File: src/rtl/boa_pkg.sv
// -----------------------------------------------------------------------------
// boa_pkg
// Shared types and helpers for the boa32 core.
//
// Contents:
//   boa_arb_owner_t  owner of a shared port (none / fetch / data)
//   BOA_STREAK_W     width of the arbiter streak counter
//   boa_streak_inc   saturating increment of a streak counter
// -----------------------------------------------------------------------------
package boa_pkg;

  // Encoding is visible on the m_owner debug port: 0 none, 1 fetch, 2 data.
  typedef enum logic [1:0] {
    ARB_NONE = 2'd0,
    ARB_P    = 2'd1,
    ARB_D    = 2'd2
  } boa_arb_owner_t;

  localparam int unsigned BOA_STREAK_W = 4;

  typedef logic [BOA_STREAK_W-1:0] boa_streak_t;

  localparam boa_streak_t BOA_STREAK_SAT = '1;

  // Saturates at all-ones so an unlimited configuration never wraps back to 0.
  function automatic boa_streak_t boa_streak_inc(input boa_streak_t v);
    return (v == BOA_STREAK_SAT) ? v : v + boa_streak_t'(1);
  endfunction

endpackage : boa_pkg

File: src/rtl/boa_arb_pick.sv
// -----------------------------------------------------------------------------
// boa_arb_pick
// Combinational two-way pick between a fetch (P) and a data (D) requester.
// Used only when the port is not locked; the caller handles ownership.
//
// The "default" side wins a tie unless it has already been granted
// streak_max times in a row while the other side waited, in which case the
// other side wins once.
//
// Parameters:
//   streak_max  consecutive default-side grants allowed while the other waits
//               (1..15), 0 disables the limiter
//   p_first     1: fetch is the default side, 0: data is the default side
//
// Ports:
//   p_pend   in   fetch request pending
//   d_pend   in   data request pending
//   streak   in   current streak count
//   pick     out  chosen owner (ARB_NONE when nothing is pending)
// -----------------------------------------------------------------------------
module boa_arb_pick
  import boa_pkg::*;
#(
  parameter int unsigned streak_max = 4,
  parameter bit          p_first    = 1'b0
) (
  input  logic           p_pend,
  input  logic           d_pend,
  input  boa_streak_t    streak,
  output boa_arb_owner_t pick
);

  localparam boa_arb_owner_t DEF_SIDE   = p_first ? ARB_P : ARB_D;
  localparam boa_arb_owner_t OTHER_SIDE = p_first ? ARB_D : ARB_P;
  localparam bit             LIMITED    = (streak_max != 0);
  localparam boa_streak_t    LIMIT      = boa_streak_t'(streak_max);

  always_comb begin
    // NOTE: every always_comb output gets a default first so no path can
    // leave it unassigned and infer a latch.
    pick = ARB_NONE;
    if (p_pend && d_pend) begin
      if (LIMITED && (streak == LIMIT)) begin
        pick = OTHER_SIDE;
      end else begin
        pick = DEF_SIDE;
      end
    end else if (p_pend) begin
      pick = ARB_P;
    end else if (d_pend) begin
      pick = ARB_D;
    end
  end

endmodule : boa_arb_pick

File: src/rtl/boa_mem_arbiter.sv
// -----------------------------------------------------------------------------
// boa_mem_arbiter
// Shares one memory port between the boa32 fetch (P) and data (D) buses.
// Request-to-target path is purely combinational; once a transaction has
// been presented and the target stalls, the grant is locked to that
// requester until the target completes it. A streak limiter stops the
// default-priority side from starving the other.
//
// Parameters:
//   streak_max  default-side grants allowed in a row while the other waits
//               (1..15), 0 = no limit
//   p_first     1: fetch has default priority, 0: data has default priority
//
// Ports:
//   clk, rst_n                  clock, async active-low reset
//   p_re, p_addr                fetch request (word address)
//   p_rdata, p_ready            fetch response
//   d_re, d_we, d_addr, d_wdata data request (byte write enables)
//   d_rdata, d_ready            data response
//   m_re, m_we, m_addr, m_wdata target request
//   m_rdata, m_ready            target response
//   m_owner                     debug: current selection (0 none, 1 P, 2 D)
// -----------------------------------------------------------------------------
module boa_mem_arbiter
  import boa_pkg::*;
#(
  parameter int unsigned streak_max = 4,
  parameter bit          p_first    = 1'b0
) (
  input  logic        clk,
  input  logic        rst_n,

  input  logic        p_re,
  input  logic [29:0] p_addr,
  output logic [31:0] p_rdata,
  output logic        p_ready,

  input  logic        d_re,
  input  logic [3:0]  d_we,
  input  logic [29:0] d_addr,
  input  logic [31:0] d_wdata,
  output logic [31:0] d_rdata,
  output logic        d_ready,

  output logic        m_re,
  output logic [3:0]  m_we,
  output logic [29:0] m_addr,
  output logic [31:0] m_wdata,
  input  logic [31:0] m_rdata,
  input  logic        m_ready,

  output logic [1:0]  m_owner
);

  localparam boa_arb_owner_t DEF_SIDE = p_first ? ARB_P : ARB_D;

  boa_arb_owner_t own_q;
  boa_streak_t    streak_q;

  logic           p_req;
  logic           d_req;
  logic           other_pend;
  boa_arb_owner_t pick;
  boa_arb_owner_t sel;
  logic           sel_ready;

  // Fetch is read-only; a data write with d_re low is still a request.
  assign p_req = p_re;
  assign d_req = d_re | (|d_we);

  // Pending flag of the side the limiter protects.
  assign other_pend = p_first ? d_req : p_req;

  boa_arb_pick #(
    .streak_max (streak_max),
    .p_first    (p_first)
  ) u_pick (
    .p_pend (p_req),
    .d_pend (d_req),
    .streak (streak_q),
    .pick   (pick)
  );

  // A locked owner overrides the pick until its transaction completes.
  assign sel       = (own_q != ARB_NONE) ? own_q : pick;
  assign sel_ready = m_ready && (sel != ARB_NONE);

  // ---------------------------------------------------------------------------
  // Forwarding
  // ---------------------------------------------------------------------------
  logic        fwd_re;
  logic [3:0]  fwd_we;
  logic [29:0] fwd_addr;
  logic [31:0] fwd_wdata;

  always_comb begin
    fwd_re    = 1'b0;
    fwd_we    = '0;
    fwd_addr  = '0;
    fwd_wdata = '0;
    unique case (sel)
      ARB_P: begin
        fwd_re   = p_re;
        fwd_addr = p_addr;
      end
      ARB_D: begin
        fwd_re    = d_re;
        fwd_we    = d_we;
        fwd_addr  = d_addr;
        fwd_wdata = d_wdata;
      end
      default: ;
    endcase
  end

  // Outputs are gated by rst_n so they drop the moment reset asserts,
  // without waiting for the registers or a clock edge.
  assign m_re    = fwd_re & rst_n;
  assign m_we    = fwd_we & {4{rst_n}};
  assign m_addr  = fwd_addr & {30{rst_n}};
  assign m_wdata = fwd_wdata & {32{rst_n}};
  assign m_owner = sel & {2{rst_n}};

  assign p_ready = sel_ready && (sel == ARB_P) && rst_n;
  assign d_ready = sel_ready && (sel == ARB_D) && rst_n;

  assign p_rdata = m_rdata;
  assign d_rdata = m_rdata;

  // ---------------------------------------------------------------------------
  // Lock and streak state
  // ---------------------------------------------------------------------------
  // NOTE: sequential state is written with non-blocking assignments so every
  // register samples pre-edge values regardless of statement order.
  always_ff @(posedge clk or negedge rst_n) begin
    if (!rst_n) begin
      own_q    <= ARB_NONE;
      streak_q <= '0;
    end else begin
      // Only a stalled transaction locks; zero-wait ones re-arbitrate next
      // cycle with no bubble.
      if ((sel != ARB_NONE) && !m_ready) begin
        own_q <= sel;
      end else begin
        own_q <= ARB_NONE;
      end

      if (sel_ready) begin
        if ((sel == DEF_SIDE) && other_pend) begin
          streak_q <= boa_streak_inc(streak_q);
        end else begin
          streak_q <= '0;
        end
      end
    end
  end

  // ---------------------------------------------------------------------------
  // Protocol checks: the locked requester must hold its request stable.
  // ---------------------------------------------------------------------------
  a_p_hold : assert property (
    @(posedge clk) disable iff (!rst_n)
      (own_q == ARB_P) |-> ($stable(p_re) && $stable(p_addr))
  );

  a_d_hold : assert property (
    @(posedge clk) disable iff (!rst_n)
      (own_q == ARB_D) |-> ($stable(d_re) && $stable(d_we) &&
                            $stable(d_addr) && $stable(d_wdata))
  );

endmodule : boa_mem_arbiter

File: config.mk
export PLATFORM = sky130hd
export DESIGN_NAME = boa_mem_arbiter
export DESIGN_NICKNAME = d
export VERILOG_FILES = /design/src/rtl/boa_pkg.sv /design/src/rtl/boa_arb_pick.sv /design/src/rtl/boa_mem_arbiter.sv
export SDC_FILE = /design/constraint.sdc
export NUM_CORES = 1
export LEC_CHECK = 0
export CORE_AREA = 2 2 103 105
export CTS_BUF_LIST = sky130_fd_sc_hd__clkbuf_8 sky130_fd_sc_hd__clkbuf_16
export CTS_CLUSTER_DIAMETER = 60
export DETAILED_ROUTE_END_ITERATION = 6
export DIE_AREA = 0 0 105 107
export PLACE_DENSITY = 0.73
export SYNTH_ARGS = -nofsm -noshare
export SYNTH_HDL_FRONTEND = slang
export SYNTH_SLANG_ARGS = --single-unit
export TNS_END_PERCENT = 50
File: constraint.sdc
create_clock -name clk -period 3.1 [get_ports clk]
set_input_delay 0.62 -clock clk [delete_from_list [all_inputs] [get_ports clk]]
set_output_delay 0.62 -clock clk [all_outputs]
set_load 0.05 [all_outputs]
==> flow_summary_export.csv <==
group,metric,value,unit
yosys,avgSynthCellArea,6.86,sq um
timing,maxSlewViolCount,0,
critical_path,crit_arrival,2.64,ns
finish,final_cell_count_no_fill,492,
timing,setup_viol,67,
cts,cts.sink_count,6,
cts,cts_buffers,3,
critical_path,rr_worst_depth,11,
timing,timing.final.crit_share,105,%
floorplanning,core_region_area,0.0101,sq mm
power,finalPower,1.28,mW
global_route,grt_max_degree,40,
hold_path,hold_path_class,"flop to flop",
timing,report.final.hold_viol_count,0,
timing,period_needed,3.26,ns
critical_path,critPathSlowestCell,"or4_4",
floorplanning,initial_core_util,15.6,%
critical_path,cp-end-kind,"output port",
yosys,synth_top_area_cell,"buf_4",
routing,post-route-drc-count,0,
yosys,yosysWarnings,0,
critical_path,r2r_end,"streak_q[0]",
routing,routed_wl,8840,um
floorplanning,die_x,105,um
yosys,synth_top_area_share,30.6,%
floorplanning,pin_count,268,
power,powerDensity,293,mW/mm^2
hold_path,hold_end,"streak_q[1]",
hold_path,holdCritStartpoint,"streak_q[1]",
yosys,ys_seq_elements,6,
timing,worst_slack,-0.158,ns
yosys,ys_top_cells_by_area,"buf_4 (31%), and3_1 (16%), a22oi_1 (15%), dfrtp_1 (9.6%), nor2_1 (7.6%)",
timing,skew,0.00229,ns
power,power.leakage,1.73,nW
yosys,syn_nets,367,
cts,clkTransAtPathRegs,0.04,ns
floorplanning,dieArea,0.0112,sq mm
floorplanning,die_h,107,um
routing,drt_first_pass_iters,4,
global_route,grt.total_usage,14.7,%
routing,drt-vias-per-instance,4.35,
timing,max_freq,307,MHz
placed_design,port_buffers,171,
outcome,violations,"setup timing",
finish,antennaDiodeCount,0,
placed_design,place_area,0.00367,sq mm
global_route,grt_pass1_vias,2401,
power,peakVddDrop,0.000149,V
hold_path,holdPathStages,2,
yosys,synth_cell_types,32,
finish,final_util,43.3,%
critical_path,r2r_slack,0.70,ns
critical_path,cp_max_fo,5,
placed_design,dp.cells,475,
finish,finalInstanceArea,0.00437,sq mm
global_route,antenna_found_initial,0,
critical_path,rr_startpoint,"streak_q[0]",
yosys,synthCells,229,
finish,drive_gt1_share,61.0,%
global_route,grt_pass1_wl,13200,um
timing,slew-limit-headroom,72.7,%
floorplanning,rows,37,
placed_design,routabilityCongestion,0.736,
finish,areaGrowthSynthToFinish,178,%
global_route,overflow,0,
critical_path,path_class,"primary input to output port",
cts,tritoncts,"built",
timing,rsz0062_at_grt,"true",
placed_design,dpl.hpwl,6490,um
cts,cts_root_buf,"clkbuf_8",
critical_path,required,2.48,ns
cts,cts_buffer_depth,2,
finish,final_cell_mix,"clkdlybuf4s50_1 (94), buf_12 (42), buf_6 (37)",
routing,dr.first_iter.drc_count,69,
routing,routedWlPerCell,18.0,um
flow_run,drv_cap,0,
routing,ant_nets,0,
critical_path,startpoint_type,"primary input",
yosys,seq_area_frac_synth,9.55,%
outcome,status,"finished, violations left",
critical_path,crit_top_cell,"buf_12",
timing,worst_slew_pin_slew,0.409,ns
critical_path,crit_path_max_incr_delay,0.53,ns
critical_path,cp_cell_sequence,"buf_6, or4_4, o211ai_1, and2_1, ha_1, nand2b_4, buf_12, buf_12, nor2_4, buf_12",
finish,layout_commonest_cell,"clkdlybuf4s50_1",
cts,clk_latency,0.22,ns
cts,cts_hold_buffers,0,
finish,nNetsFinal,496,
cts,htree_levels,1,
routing,vias,2141,
finish,fillers,967,
yosys,netlist_area,0.00157,sq mm
[routing by layer]
metal / vias to the layer above / GRT usage (%) / routed length [um]
li1: 993 / - / -
met1: 1006 / 15.6 / 3160
met2: 109 / 27.6 / 4700
met3: 33 / 4.19 / 704
met4: 0 / 5.05 / 274
met5: - / 0 / 0
[worst max-delay path, delay by kind of cell]
| family | cells | cell delay (ns) |
|---|---|---|
| buffers and inverters | 4 | 0.53 |
| AO/OA/AOI/OAI | 1 | 0.24 |
| AND/OR/NAND/NOR | 4 | 1.01 |
| adder cells (fa/ha/maj) | 1 | 0.24 |
[sequential cells by signal, indices dropped and copies added (netlist names)]
signal,count
own_q,2
streak_q,4
[logic make-up after synthesis]
logic type               share of synthesized area, %
AND/OR/NAND/NOR                                  29.7
AO/OA/AOI/OAI                                    20.8
adder cells (fa/ha/maj)                          3.98
flip-flops                                       9.55
buffers and inverters                            36.0
[worst max path at each step]
stage / from / endpoint / slack, ns / cells past startpoint
2_1_floorplan: d_we[0] / m_addr[0] / -0.09 / 7
4_1_cts: d_we[2] / m_re / -0.16 / 10
5_1_grt: d_we[2] / m_addr[18] / -0.25 / 10
6_report: d_we[2] / m_re / -0.16 / 10
3_5_place_dp: d_we[1] / m_addr[15] / -0.59 / 9
3_3_place_gp: d_we[0] / m_addr[4] / -0.51 / 9
[metrics by stage]
stage | worst slack, ns | setup TNS [ns] | hold slack (ns)
2_1_floorplan | -0.0854 | -2.37 | 0.324
3_3_place_gp | -0.514 | -29.45 | 0.546
3_5_place_dp | -0.588 | -31.98 | 0.562
4_1_cts | -0.162 | -4.54 | 0.568
5_1_grt | -0.248 | -9.55 | 0.588
6_report | -0.158 | -4.93 | 0.562
[where the power goes]
group / switching (mW) / internal (mW) / leakage, nW
Sequential: 0.00805 / 0.0877 / 0.0795
Combinational: 0.531 / 0.535 / 1.63
Clock: 0.0331 / 0.0833 / 0.0216
Total: 0.572 / 0.706 / 1.73
[synth_stat cells (all sizes together)]
cell     instances
buf             67
a211oi           1
a21oi            5
or2              1
and2             1
a31o             1
nor3             2
nand4b           1
a22oi           31
nor2b            1
and3            40
o211ai           1
clkbuf          15
a31oi            1
o211a            1
nand3b           1
o21ai            1
dfrtp            6
nor3b            1
a21boi           1
o21bai           1
inv              4
or4              2
nand2            3
o2bb2ai          1
ha               5
nand2b           2
nor2            32
[repair_timing]
item | in CTS | in global routing
endpoints found under the setup margin | 69 | 70
hold endpoints to repair | 0 | 0
pin swaps | 12 | 19
buffers inserted | 10 | 1
resized for setup | 97 | 33
cloned | 3 | 1
[area by class of cell]
| class | count | area [sq um] | area share (%) |
|---|---|---|---|
| flip-flops and latches | 6 | 150 | 3.44 |
| multi-input cells | 137 | 1450 | 33.2 |
| clock buffers | 3 | 41.3 | 0.945 |
| repair buffers | 206 | 2540 | 58.2 |
| well taps | 136 | 170 | 3.89 |
| inverters | 4 | 15.0 | 0.344 |
(Power assumes the default switching activity.)
